[config.mk]
export PLATFORM = sky130hd
export DESIGN_NAME = imem_arbiter
export DESIGN_NICKNAME = d
export VERILOG_FILES = /design/src/rtl/imem_pkg.sv /design/src/rtl/imem_rr_pick.sv /design/src/rtl/imem_arbiter.sv
export SDC_FILE = /design/constraint.sdc
export NUM_CORES = 1
export LEC_CHECK = 0
export ABC_AREA = 0
export BUFFER_PORTS_ARGS = -buffer_cell sky130_fd_sc_hd__buf_2
export CAP_MARGIN = 20
export CORE_AREA = 2 2 104 106
export DETAILED_ROUTE_END_ITERATION = 6
export DIE_AREA = 0 0 106 108
export PLACE_DENSITY = 0.76
export SLEW_MARGIN = 15
export SYNTH_ARGS = -nofsm -noshare
export SYNTH_HDL_FRONTEND = slang
export SYNTH_SLANG_ARGS = --single-unit
[constraint.sdc]
create_clock -name clk_i -period 5.3 [get_ports clk_i]
set_input_delay 1.06 -clock clk_i [delete_from_list [all_inputs] [get_ports clk_i]]
set_output_delay 1.06 -clock clk_i [all_outputs]
set_load 0.02 [all_outputs]
[src/rtl/imem_pkg.sv]
// Shared constants and grant-select type for the instruction memory arbiter.
package imem_pkg;

    localparam int WORD_BYTES = 4;
    localparam int ADDR_W     = 32;
    localparam int DATA_W     = 32;

    typedef enum logic [1:0] {
        NONE   = 2'd0,
        FETCH  = 2'd1,
        LOADER = 2'd2
    } gnt_sel_t;

endpackage

[src/rtl/imem_rr_pick.sv]
// Two-way round-robin winner select with a loader lock override.
module imem_rr_pick
    import imem_pkg::*;
(
    input  logic     f_req,
    input  logic     l_req,
    input  gnt_sel_t last_gnt,
    input  logic     lock,
    output gnt_sel_t sel
);

    // On contention the side that did not win last takes the slot, unless the loader lock holds it.
    always_comb begin
        sel = NONE;
        if (f_req && l_req) begin
            if (lock || (last_gnt == FETCH)) begin
                sel = LOADER;
            end else begin
                sel = FETCH;
            end
        end else if (f_req) begin
            sel = FETCH;
        end else if (l_req) begin
            sel = LOADER;
        end
    end

endmodule

[src/rtl/imem_arbiter.sv]
// Single-port instruction memory arbiter between CPU fetch and a loader/debug port,
// with combinational grants and registered one-cycle-latency responses.
module imem_arbiter
    import imem_pkg::*;
#(
    parameter int DEPTH    = 32,
    parameter int MAX_LOCK = 8
) (
    input  logic              clk_i,
    input  logic              rst_i,
    input  logic              f_req_i,
    input  logic [ADDR_W-1:0] f_addr_i,
    output logic              f_gnt_o,
    output logic              f_rvalid_o,
    output logic [DATA_W-1:0] f_rdata_o,
    output logic              f_err_o,
    input  logic              l_req_i,
    input  logic              l_we_i,
    input  logic [ADDR_W-1:0] l_addr_i,
    input  logic [DATA_W-1:0] l_wdata_i,
    input  logic              l_lock_i,
    output logic              l_gnt_o,
    output logic              l_rvalid_o,
    output logic [DATA_W-1:0] l_rdata_o,
    output logic              l_err_o,
    output logic [ADDR_W-1:0] mem_addr_o,
    output logic              mem_we_o,
    output logic [DATA_W-1:0] mem_wdata_o,
    input  logic [DATA_W-1:0] mem_rdata_i
);

    localparam int OFF_W = $clog2(WORD_BYTES);
    localparam int CNT_W = (MAX_LOCK < 1) ? 1 : $clog2(MAX_LOCK + 1);

    gnt_sel_t         last_gnt;
    gnt_sel_t         sel;
    logic [CNT_W-1:0] lock_cnt;
    logic             lock_in_force;
    logic             f_acc_err;
    logic             l_acc_err;

    function automatic logic addr_err(input logic [ADDR_W-1:0] addr);
        return (addr[OFF_W-1:0] != '0) || ((addr >> OFF_W) >= ADDR_W'(DEPTH));
    endfunction

    assign f_acc_err     = addr_err(f_addr_i);
    assign l_acc_err     = addr_err(l_addr_i);
    assign lock_in_force = l_lock_i && l_req_i && (last_gnt == LOADER)
                           && (lock_cnt < CNT_W'(MAX_LOCK));

    imem_rr_pick u_pick (
        .f_req    (f_req_i),
        .l_req    (l_req_i),
        .last_gnt (last_gnt),
        .lock     (lock_in_force),
        .sel      (sel)
    );

    assign f_gnt_o = (sel == FETCH);
    assign l_gnt_o = (sel == LOADER);

    // Memory bus follows the winner; erroneous loader writes never reach the array.
    always_comb begin
        mem_addr_o  = '0;
        mem_we_o    = 1'b0;
        mem_wdata_o = '0;
        case (sel)
            FETCH: begin
                mem_addr_o = f_addr_i;
            end
            LOADER: begin
                mem_addr_o  = l_addr_i;
                mem_we_o    = l_we_i && !l_acc_err;
                mem_wdata_o = l_wdata_i;
            end
            default: ;
        endcase
    end

    always_ff @(posedge clk_i or posedge rst_i) begin
        if (rst_i) begin
            last_gnt <= LOADER;
            lock_cnt <= '0;
        end else begin
            if (sel != NONE) begin
                last_gnt <= sel;
            end
            if ((sel == FETCH) || !l_lock_i) begin
                lock_cnt <= '0;
            end else if ((sel == LOADER) && f_req_i && (lock_cnt != CNT_W'(MAX_LOCK))) begin
                lock_cnt <= lock_cnt + CNT_W'(1);
            end
        end
    end

    // rvalid pulses for one cycle; rdata/err hold until that side's next response.
    always_ff @(posedge clk_i or posedge rst_i) begin
        if (rst_i) begin
            f_rvalid_o <= 1'b0;
            f_rdata_o  <= '0;
            f_err_o    <= 1'b0;
            l_rvalid_o <= 1'b0;
            l_rdata_o  <= '0;
            l_err_o    <= 1'b0;
        end else begin
            f_rvalid_o <= f_gnt_o;
            l_rvalid_o <= l_gnt_o;
            if (f_gnt_o) begin
                f_rdata_o <= f_acc_err ? '0 : mem_rdata_i;
                f_err_o   <= f_acc_err;
            end
            if (l_gnt_o) begin
                l_rdata_o <= (l_acc_err || l_we_i) ? '0 : mem_rdata_i;
                l_err_o   <= l_acc_err;
            end
        end
    end

endmodule

==> impl_summary.log, run 1 <==
[metrics] most numerous cell in the Yosys netlist: nand2_1
[metrics] outcome: complete, no violations
[metrics] Finished Layout Cells: 814
[metrics] RSZ-0062 raised after global routing: no
[metrics] clock insertion delay at the later pin of the skew report: 0.35 ns
[metrics] kind of end point of the critical path: output port
[metrics] post-route clock period utilization: between 80% and 90%
[metrics] count of placed standard cells including taps: about 800
[metrics] CTS root buf: clkbuf_8
[metrics] classification of the worst-slack hold path: flip-flop to flip-flop
[metrics] total congestion overflow: 0
[metrics] commonest cells in the netlist: nand2_1, dfrtp_1, o21ai_0, and2_1, a22o_1
[metrics] vias in the first global route: between 3000 and 4000
[metrics] multiplexer share of the synthesized area: 0.5596%
[metrics] total track usage: ~23%
[metrics] fraction of registers with async set or reset after synthesis: 100.0%
[metrics] routed len/inst: approximately 16 um
[metrics] buffers from clock root to sink, at most: 2
[metrics] Hold Fails Final Rpt: 0
[metrics] power density relative to cell area: ~260 nW/um^2
[metrics] number of sinks driven by the clock tree: 74
[metrics] Synthesis Warnings: 0
[metrics] slew margin rel.: between 40% and 50%
[metrics] xor and xnor fraction of the mapped netlist area: less than 1%
[metrics] width of the chip: about 110 um
[metrics] length of the first detailed-routing pass in iterations: 4
[metrics] Crit Path Class: input port to output port
[metrics] starting density of the core: a little under two fifths
[metrics] maximum level of the CTS H-tree: 3
[metrics] post-CTS sizing: 0
[metrics] wire length of the first global-routing pass: around 20000 um
[metrics] Worst Setup Slack, final: between 1 and 1.5 ns
[metrics] residual antenna-violating net count after detailed routing: 0
[metrics] layout filler cell count: just under 1000
[metrics] post-detail-place hpwl: about 11000 um
[metrics] clock tree from TritonCTS: yes
[metrics] slew of the pin with the lowest slew margin: 0.8535 ns
[metrics] register area share after synthesis: 48.75%
[metrics] commonest register cell after synthesis: dfrtp_1
[metrics] kind of launch point of the worst setup path: input port
[metrics] post-detailed-routing wire length: around 13000 um
[metrics] final setup violation count: 0
[metrics] Post-CTS Setup Inserts: 0
[metrics] placement row count: 37
[metrics] Die ar.: around 11000 sq um
[metrics] share of the synthesized area in the top cell type: between 40% and 50%
[metrics] Max Fclk: ~230 MHz
[metrics] maximum capacitance violations: 0
[metrics] number of synthesized register bits: between 70 and 80
[metrics] Boundary Pins: roughly 270
[metrics] clock input transition at the sequential cells of the worst setup and hold paths: about 0.070 ns
[metrics] # port buffers: between 200 and 300
[metrics] number of distinct library cells after synthesis: 39
[metrics] minimum hold slack: around 0.48 ns
[metrics] largest fanout on the critical path: slightly above 60
[metrics] data arrival at the endpoint of the critical path: 3.22 ns
[metrics] maximum number of pins on one net before global-route repair: a little over 60
[metrics] via-per-instance ratio: approximately 5
[metrics] number of enable-type register cells in the synthesized netlist: 0
[metrics] worst setup timing slack at the placement stage: around 1 ns
[metrics] max-slew violation total from the final report: 0
[metrics] final routed DRC violation total: 0
[metrics] Fin Clk Skew: approximately 0.0084 ns
[metrics] number of antenna violations at the first check in global routing: 0
[metrics] simple-gate area share of the yosys netlist: a little under a quarter
[metrics] total CTS buffers: 9
[metrics] post-synthesis net count: roughly 550
[metrics] main combinational cell family by area after synthesis: simple AND/OR/NAND/NOR gates
[metrics] Final #Nets: a little over 800
[metrics] total via count in the routed design: 4071
[metrics] Avg Inst Size Synth: a little over 9 sq um
[metrics] data required time of the critical path: 4.24 ns
[metrics] compound-cell area share of the yosys netlist: approximately a fifth
[metrics] top post-synthesis cells by area: dfrtp_1, nand2_1, a22o_1
[metrics] synthesized netlist cell count: 418
[metrics] adder and majority cell fraction of the synthesized area: less than 1%
[metrics] die height: between 100 and 150 um
[metrics] relative area change from synthesis to final layout: 42.13%
[metrics] Worst VDD drop: approximately 100 uV
[metrics] Initial DRC Count: 220
[metrics] setup TNS: 0 ns
[metrics] post-layout total power: 1.398 mW
[metrics] hold-fix buffer count after cts: 0
[metrics] mapped cell area: about 3800 sq um
[metrics] area of the core: a little over 10000 sq um
[metrics] dominant cell type by area after synthesis: dfrtp_1
[metrics] share of cells above drive strength 1: around 49%
[metrics] Leakage Power: ~3 nW
[metrics] number of diodes: 0
[metrics] Routability Congestion: ~1.1
[metrics] clock period minus final worst setup slack: approximately 4.3 ns
==> metrics by stage <==
stage / area, sq um / util [%]
2_1_floorplan: 3801 / -
3_3_place_gp: 5197 / 50.80
3_5_place_dp: 5197 / 50.80
4_1_cts: 5403 / 52.81
5_1_grt: 5403 / 52.81
6_report: 5403 / 52.81
==> cell families after synthesis <==
logic type / after synthesis
multiplexers: 2
AND/OR/NAND/NOR: 197
flip-flops: 74
adder cells (fa/ha/maj): 2
buffers and inverters: 38
XOR/XNOR: 3
AO/OA/AOI/OAI: 102
==> state kept, by name, indices dropped and copies added, names as in the netlist <==
register / flops
f_rvalid_o: 1
lock_cnt: 4
f_err_o: 1
l_rvalid_o: 1
l_err_o: 1
last_gnt: 2
f_rdata_o: 32
l_rdata_o: 32
==> routing by layer <==
metal / vias to the layer above / share of wire (%) / routed length (um) / track usage (%)
met2: 218 / 51 / 6903 / 39.91
met4: 0 / 4.1 / 554 / 11.75
met1: 1879 / 37 / 4940 / 25.77
met5: - / 0 / 0 / 0
met3: 42 / 7.7 / 1032 / 6.269
li1: 1932 / - / - / -
==> area by class of cell <==
class | instances | area (sq um) | area share, %
timing repair buffer | 274 | 1386 | 25.66
clock inverter | 4 | 50.05 | 0.9264
tap | 136 | 170.2 | 3.150
multi-input combinational | 306 | 1758 | 32.54
clock buffer | 12 | 155.1 | 2.872
inverter | 8 | 30.03 | 0.5558
sequential | 74 | 1853 | 34.30
==> placed cells by master (no fill, tap or decap), drive strengths merged <==
cell and count:
buf 274, nand2 131, dfrtp 73, o21ai 64, and2 32, a22o 32
nor4 12, clkbuf 12, inv 8, nor2 7, xnor2 3, or4 3
or2 2, nand2b 2, ha 2, clkinvlp 2, a31oi 2, nand3 1
or4b 1, nand4bb 1, a31o 1, and4 1, nor3 1, nand4 1
nor2b 1, or3 1, mux2i 1, a311oi 1, a21o 1, o41a 1
mux2 1, clkinv 1, bufinv 1, dfstp 1
==> final timing paths <==
| path | start | endpoint | slack, ns | cells after the start |
|---|---|---|---|---|
| worst min register to register | f_rdata_o[27] | f_rdata_o[27] | 0.48 | 2 |
| worst max-delay path | l_lock_i | mem_addr_o[22] | 1.02 | 7 |
| worst min-delay path | f_rdata_o[27] | f_rdata_o[27] | 0.48 | 2 |
| min in group asynchronous | rst_i | l_rdata_o[12] | 0.79 | 2 |
| worst max register to register | last_gnt[1] | l_rdata_o[24] | 2.79 | 6 |
| max in group asynchronous | rst_i | f_rdata_o[10] | 3.50 | 3 |
==> critical path, cell delays in order <==
cell	delay, ns
buf_2	0.11
nand4bb_1	0.16
a31o_2	0.66
inv_2	0.32
buf_4	0.37
a22o_1	0.31
buf_2	0.16
==> power by group <==
part | leakage [nW] | switching, mW | internal [mW]
clock | 0.0986 | 0.209 | 0.242
sequential | 1.01 | 0.00332 | 0.571
combinational | 1.86 | 0.242 | 0.131
total | 2.97 | 0.454 | 0.944
(Power assumes the default switching activity.)
==> run 2, diff against run 1 <==
- CORE_AREA: 2 2 104 106 -> 2 2 106 108
- DIE_AREA: 0 0 106 108 -> 0 0 108 110
- PLACE_DENSITY: 0.76 -> 0.74
- clock period: 5.3 -> 4.5 ns (I/O delays scaled with it)
==> run 2 against run 1 <==
  * Flip-flop and latch count did not move
  * Sequential power grew 18%
  * Routed wire length is 5.4% lower
  * Final cell count grew 0.74%
  * Clock power hardly changed
  * Total power grew 13%
  * Sequential share of layout area rose by 0.080 points
  * Critical path depth rose by 1
  * Utilization decreased by 2.4 points
  * Critical path type unchanged
  * Largest power group unchanged
==> impl_summary.log, run 2 (synthesis results as in run 1) <==
[metrics] die height: 110 um
[metrics] delay of the slowest critical-path stage: around 0.31 ns
[metrics] clock period minus final worst setup slack: 3.541 ns
[metrics] placement row count: 38
[metrics] Final #Nets: ~800
[metrics] Worst VDD drop: 127.6 uV
[metrics] post-detailed-routing wire length: ~13000 um
[metrics] Die ar.: around 12000 sq um
[metrics] Comb pwr share: ~28%
[metrics] number of sinks driven by the clock tree: 74
[metrics] vias in the first global route: between 3000 and 4000
[metrics] hold-fix buffer count after cts: 0
[metrics] maximum level of the CTS H-tree: 3
[metrics] most common cell after layout, fill and taps aside: buf_2
[metrics] slew of the pin with the lowest slew margin: between 0.6 and 0.7 ns
[metrics] share of cells above drive strength 1: roughly half
[metrics] total congestion overflow: 0
[metrics] post-detail-place hpwl: slightly below 10000 um
[metrics] wire length of the first global-routing pass: a little under 20000 um
[metrics] clock input transition at the sequential cells of the worst setup and hold paths: 0.08 ns
[metrics] length of the first detailed-routing pass in iterations: 4
[metrics] Leakage Power: a little under 3 nW
[metrics] Fin Clk Skew: between 0.009 and 0.01 ns
[metrics] starting density of the core: between 30% and 40%
[metrics] slew margin rel.: approximately three fifths
[metrics] relative area change from synthesis to final layout: 41.80%
[metrics] CTS root buf: clkbuf_8
[metrics] post-route clock period utilization: 78.69%
[metrics] area of the core: 10700 sq um
[metrics] width of the chip: 108 um
[metrics] worst reg2reg path depth: 7
[metrics] # port buffers: 268
[metrics] Crit Path Class: input port to output port
[metrics] Sw Ratio: around 34%
[metrics] residual antenna-violating net count after detailed routing: 0
[metrics] clock insertion delay at the later pin of the skew report: 0.34 ns
[metrics] buffers from clock root to sink, at most: 2
[metrics] Placement Cell Area: approximately 5200 sq um
[metrics] data required time of the critical path: 3.60 ns
[metrics] layout filler cell count: about 1000
[metrics] Max Fclk: about 280 MHz
[metrics] power density relative to cell area: a little under 300 nW/um^2
[metrics] number of diodes: 0
[metrics] proportion of power drawn by the clock network: between 20% and 30%
[metrics] switching power of the nets: about 0.53 mW
[metrics] sequential fraction of design power: a little over two fifths
[metrics] number of antenna violations at the first check in global routing: 0
[metrics] total via count in the routed design: roughly 4100
[metrics] via-per-instance ratio: 4.963
[metrics] outcome: complete, no violations
[metrics] design area: 5390 sq um
[metrics] kind of end point of the critical path: output port
[metrics] post-CTS sizing: 0
[metrics] Routability Congestion: around 0.90
[metrics] Post-CTS Setup Inserts: 0
[metrics] depth of the worst hold-timing path: 2
[metrics] Worst path most repeated cell: buf_2
[metrics] classification of the worst-slack hold path: flip-flop to flip-flop
[metrics] Boundary Pins: between 200 and 300
[metrics] most frequent cells in the layout: buf_2, nand2_1, dfrtp_1
[metrics] maximum capacitance violations: 0
[metrics] sequence of cells on the critical path: buf_2 -> nand4bb_1 -> a31o_2 -> inv_2 -> buf_4 -> nand2_1 -> nor4_1 -> buf_2
[metrics] total CTS buffers: 9
[metrics] Initial DRC Count: ~220
[metrics] maximum number of pins on one net before global-route repair: 40
[metrics] total track usage: 20.78%
[metrics] slowest CP cell: a31o_2
[metrics] final setup violation count: 0
[metrics] largest fanout on the critical path: 27
[metrics] routed len/inst: 15.50 um
[metrics] Hold Fails Final Rpt: 0
[metrics] largest registers: f_rdata_o: 32 flops, l_rdata_o: 32 flops, lock_cnt: 4 flops
[metrics] data arrival at the endpoint of the critical path: about 2.6 ns
[metrics] internal power contribution: roughly 1.0 mW
[metrics] kind of launch point of the worst setup path: input port
[metrics] RSZ-0062 raised after global routing: no
[metrics] max-slew violation total from the final report: 0
[metrics] setup TNS: 0 ns
[metrics] clock tree from TritonCTS: yes
[metrics] final routed DRC violation total: 0
-- run 2: changes by cell type in the layout (fill, tap and decap cells not counted), sizes merged --
cell and change:
clkbuf -1, clkinv +3, inv -1, buf +2
bufinv -1
-- run 2: metal layers --
layer | vias to the layer above | track usage (%) | wire [um]
li1 | 1940 | - | -
met1 | 1902 | 24.52 | 4871
met2 | 199 | 36.57 | 6535
met3 | 29 | 3.175 | 908
met4 | 0 | 11.08 | 391
met5 | - | 0 | 0
-- run 2: path summary, 6_finish.rpt --
check                      slack, ns           from       endpoint
max                             0.96       l_lock_i       mem_we_o
min                             0.47  l_rdata_o[25]  l_rdata_o[25]
max reg2reg                     2.13    last_gnt[1]  l_rdata_o[16]
min reg2reg                     0.47  l_rdata_o[25]  l_rdata_o[25]
max in group asynchronous       2.94          rst_i  l_rdata_o[12]
min in group asynchronous       0.60          rst_i  f_rdata_o[19]
-- run 2: area by class of cell --
type,count,area [sq um],area share [%]
Multi-Input combinational cell,306,1758,32.61
Clock inverter,5,30.03,0.5571
Tap cell,140,175.2,3.250
Inverter,8,31.28,0.5803
Timing Repair Buffer,276,1401,26.00
Clock buffer,11,141.4,2.623
Sequential cell,74,1853,34.38
-- run 2: worst max-delay path: cells and delay by family --
family,cells,cell delay (ns)
buffers and inverters,4,0.91
AOI/OAI and AO/OA,1,0.31
and+or+nand+nor,3,0.50
-- run 2: power groups by stage --
stage / Sequential [mW] / Clock [mW] / Combinational [mW]
6_report: 0.676 / 0.454 / 0.443
5_1_grt: 0.677 / 0.498 / 0.481
4_1_cts: 0.676 / 0.469 / 0.448
3_5_place_dp: 0.689 / 0 / 0.448
3_3_place_gp: 0.688 / 0 / 0.441
2_1_floorplan: 0.691 / 0 / 0.265
-- run 2: metrics by stage --
stage | utilization, % | setup WS [ns] | power (mW) | hold WS (ns) | std cells
floorplan | - | 1.067 | 0.9562 | 0.4658 | 418
global placement | 48.78 | 0.9614 | 1.129 | 0.4579 | 804
detailed placement | 48.78 | 0.9541 | 1.137 | 0.4599 | 804
CTS | 50.39 | 0.9492 | 1.594 | 0.4772 | 820
global route | 50.39 | 0.8304 | 1.656 | 0.4908 | 820
finish | 50.39 | 0.9590 | 1.573 | 0.4744 | 820
==> run 3, diff against run 2 <==
- CORE_AREA: 2 2 106 108 -> not set
- CORE_MARGIN: not set -> 2
- CORE_UTILIZATION: not set -> 37
- DIE_AREA: 0 0 108 110 -> not set
- PLACE_DENSITY: 0.74 -> 0.79
- clock period: 4.5 -> 3.1 ns (I/O delays scaled with it)
==> run 3 against run 2 <==
  * Critical path depth fell by 2
  * Non-clock buffer count grew 2
  * Sequential share of layout area decreased by 0.43 points
  * Clock-buffer cell count grew 3
  * Critical path type is now flip-flop to output port
  * Die area decreased by 6.6%
  * Highest routed layer unchanged
  * Global-route usage increased by 1.1 points
==> impl_summary.log, run 3 (synthesis results as in run 1) <==
[metrics] kind of launch point of the worst setup path: flip-flop
[metrics] length of the first detailed-routing pass in iterations: 4
[metrics] starting density of the core: 38.53%
[metrics] post-CTS sizing: 0
[metrics] via-per-instance ratio: 4.901
[metrics] share of cells above drive strength 1: between 40% and 50%
[metrics] residual antenna-violating net count after detailed routing: 0
[metrics] relative area change from synthesis to final layout: 43.61%
[metrics] Worst Setup SP: last_gnt[1]
[metrics] post-layout total power: 2.405 mW
[metrics] sequence of cells on the critical path: nand4bb_1 -> a31o_2 -> inv_2 -> buf_4 -> a22o_1 -> buf_2
[metrics] met3 GRT Util: approximately 2.6%
[metrics] Final #Nets: slightly above 800
[metrics] final setup violation count: 0
[metrics] total via count in the routed design: between 3000 and 4000
[metrics] clock period minus final worst setup slack: between 2 and 3 ns
[metrics] slew of the pin with the lowest slew margin: 0.5995 ns
[metrics] kind of end point of the critical path: output port
[metrics] Worst VDD drop: a little over 200 uV
[metrics] die height: about 110 um
[metrics] design area: approximately 5500 sq um
[metrics] Hold Fails Final Rpt: 0
[metrics] maximum number of pins on one net before global-route repair: 75
[metrics] placement row count: 36
[metrics] wire length of the first global-routing pass: between 15000 and 20000 um
[metrics] most common cell after layout, fill and taps aside: buf_2
[metrics] hold-fix buffer count after cts: 0
[metrics] clock tree from TritonCTS: yes
[metrics] width of the chip: 105.4 um
[metrics] slew margin rel.: between 50% and 60%
[metrics] routed len/inst: roughly 15 um
[metrics] largest registers: f_rdata_o: 32 flops, l_rdata_o: 32 flops, lock_cnt: 4 flops
[metrics] sequential fraction of design power: 40.8%
[metrics] Fin Clk Skew: about 0.0074 ns
[metrics] internal power contribution: ~1.6 mW
[metrics] RSZ-0062 raised after global routing: no
[metrics] number of antenna violations at the first check in global routing: 0
[metrics] total track usage: between 20% and 30%
[metrics] total CTS buffers: 9
[metrics] setup TNS: 0 ns
[metrics] clock input transition at the sequential cells of the worst setup and hold paths: around 0.070 ns
[metrics] data arrival at the endpoint of the critical path: between 2 and 2.5 ns
[metrics] Comb pwr share: approximately 28%
[metrics] largest fanout on the critical path: 18
[metrics] post-detail-place hpwl: 9869 um
[metrics] Crit Path Class: flip-flop to output port
[metrics] max-slew violation total from the final report: 0
[metrics] power density relative to cell area: approximately 440 nW/um^2
[metrics] worst reg2reg path startpoint: last_gnt[1]
[metrics] number of diodes: 0
[metrics] Leakage Power: 3.005 nW
[metrics] number of sinks driven by the clock tree: between 70 and 80
[metrics] count of placed standard cells including taps: 799
[metrics] fraction of met2 tracks used by global routing: between 30% and 40%
[metrics] total congestion overflow: 0
[metrics] post-route clock period utilization: 92.54%
[metrics] Routability Congestion: between 0.8 and 0.9
[metrics] Post-CTS Setup Inserts: 0
[metrics] Boundary Pins: roughly 270
[metrics] met1 usage in global routing: between 20% and 30%
[metrics] proportion of power drawn by the clock network: a little under a third
[metrics] maximum capacitance violations: 0
[metrics] buffers from clock root to sink, at most: 2
[metrics] Die ar.: approximately 11000 sq um
[metrics] classification of the worst-slack hold path: input port to async pin
[metrics] Sw Ratio: between 30 and 40%
[metrics] post-detailed-routing wire length: ~13000 um
[metrics] Max Fclk: roughly 350 MHz
[metrics] outcome: complete, no violations
[metrics] # port buffers: approximately 270
[metrics] clock insertion delay at the later pin of the skew report: 0.34 ns
[metrics] maximum level of the CTS H-tree: 3
[metrics] layout filler cell count: 904
[metrics] Placement Cell Area: ~5300 sq um
[metrics] global route hottest layer: met2
[metrics] data required time of the critical path: roughly 2.5 ns
[metrics] delay of the slowest critical-path stage: about 0.55 ns
[metrics] CTS root buf: clkbuf_8
[metrics] switching power of the nets: slightly below 0.8 mW
[metrics] Initial DRC Count: 196
[metrics] most frequent cells in the layout: buf_2, nand2_1, dfrtp_1
[metrics] vias in the first global route: roughly 3800
[metrics] Finished Layout Cells: around 800
[metrics] area of the core: roughly 9900 sq um
[metrics] final routed DRC violation total: 0
[metrics] slowest CP cell: dfstp_2
-- run 3: worst max-delay path, delay by kind of cell (launching register included) --
family	cells	cell delay [ns]
flops	1	0.55
simple gates	1	0.17
compound gates	2	0.47
buf+inv	3	0.71
-- run 3: metal layers --
layer,share of wire (%),up-vias
met5,0,-
met4,3.4,0
met3,6.0,30
met2,51,181
met1,39,1841
li1,-,1942
-- run 3: area by class of cell --
cell class | count | area, sq um | area share (%)
Clock buffer | 14 | 162.7 | 2.980
Clock inverter | 2 | 35.03 | 0.6418
Inverter | 8 | 30.03 | 0.5501
Multi-Input combinational cell | 306 | 1758 | 32.20
Sequential cell | 74 | 1853 | 33.94
Tap cell | 133 | 166.4 | 3.048
Timing Repair Buffer | 278 | 1454 | 26.63
-- run 3: final timing paths --
kind	end	slack, ns	depth (start not counted)
worst max-delay path	mem_addr_o[1]	0.23	6
worst min-delay path	l_rdata_o[8]	0.35	3
worst max register to register	f_err_o	1.08	5
worst min register to register	l_rdata_o[1]	0.47	2
max in group asynchronous	last_gnt[1]	2.38	3
min in group clk_i	l_rdata_o[1]	0.47	2
-- run 3: power by group through the flow --
stage	clock network, mW	registers [mW]	logic (mW)
after global routing	0.824	0.981	0.709
after floorplan	0	1.00	0.385
after CTS	0.775	0.980	0.665
after detailed placement	0	0.999	0.665
after global placement	0	0.999	0.655
final	0.763	0.981	0.661
-- run 3: stage by stage --
step                      setup slack (ns)  utilization (%)  hold WS, ns
after detailed placement            0.2482            53.34       0.4606
after global placement              0.2609            53.34       0.4553
after global routing               0.09354            55.34       0.3671
final                               0.2313            55.34       0.3492
after CTS                           0.2199            55.34       0.3701
after floorplan                     0.2269                -       0.4658
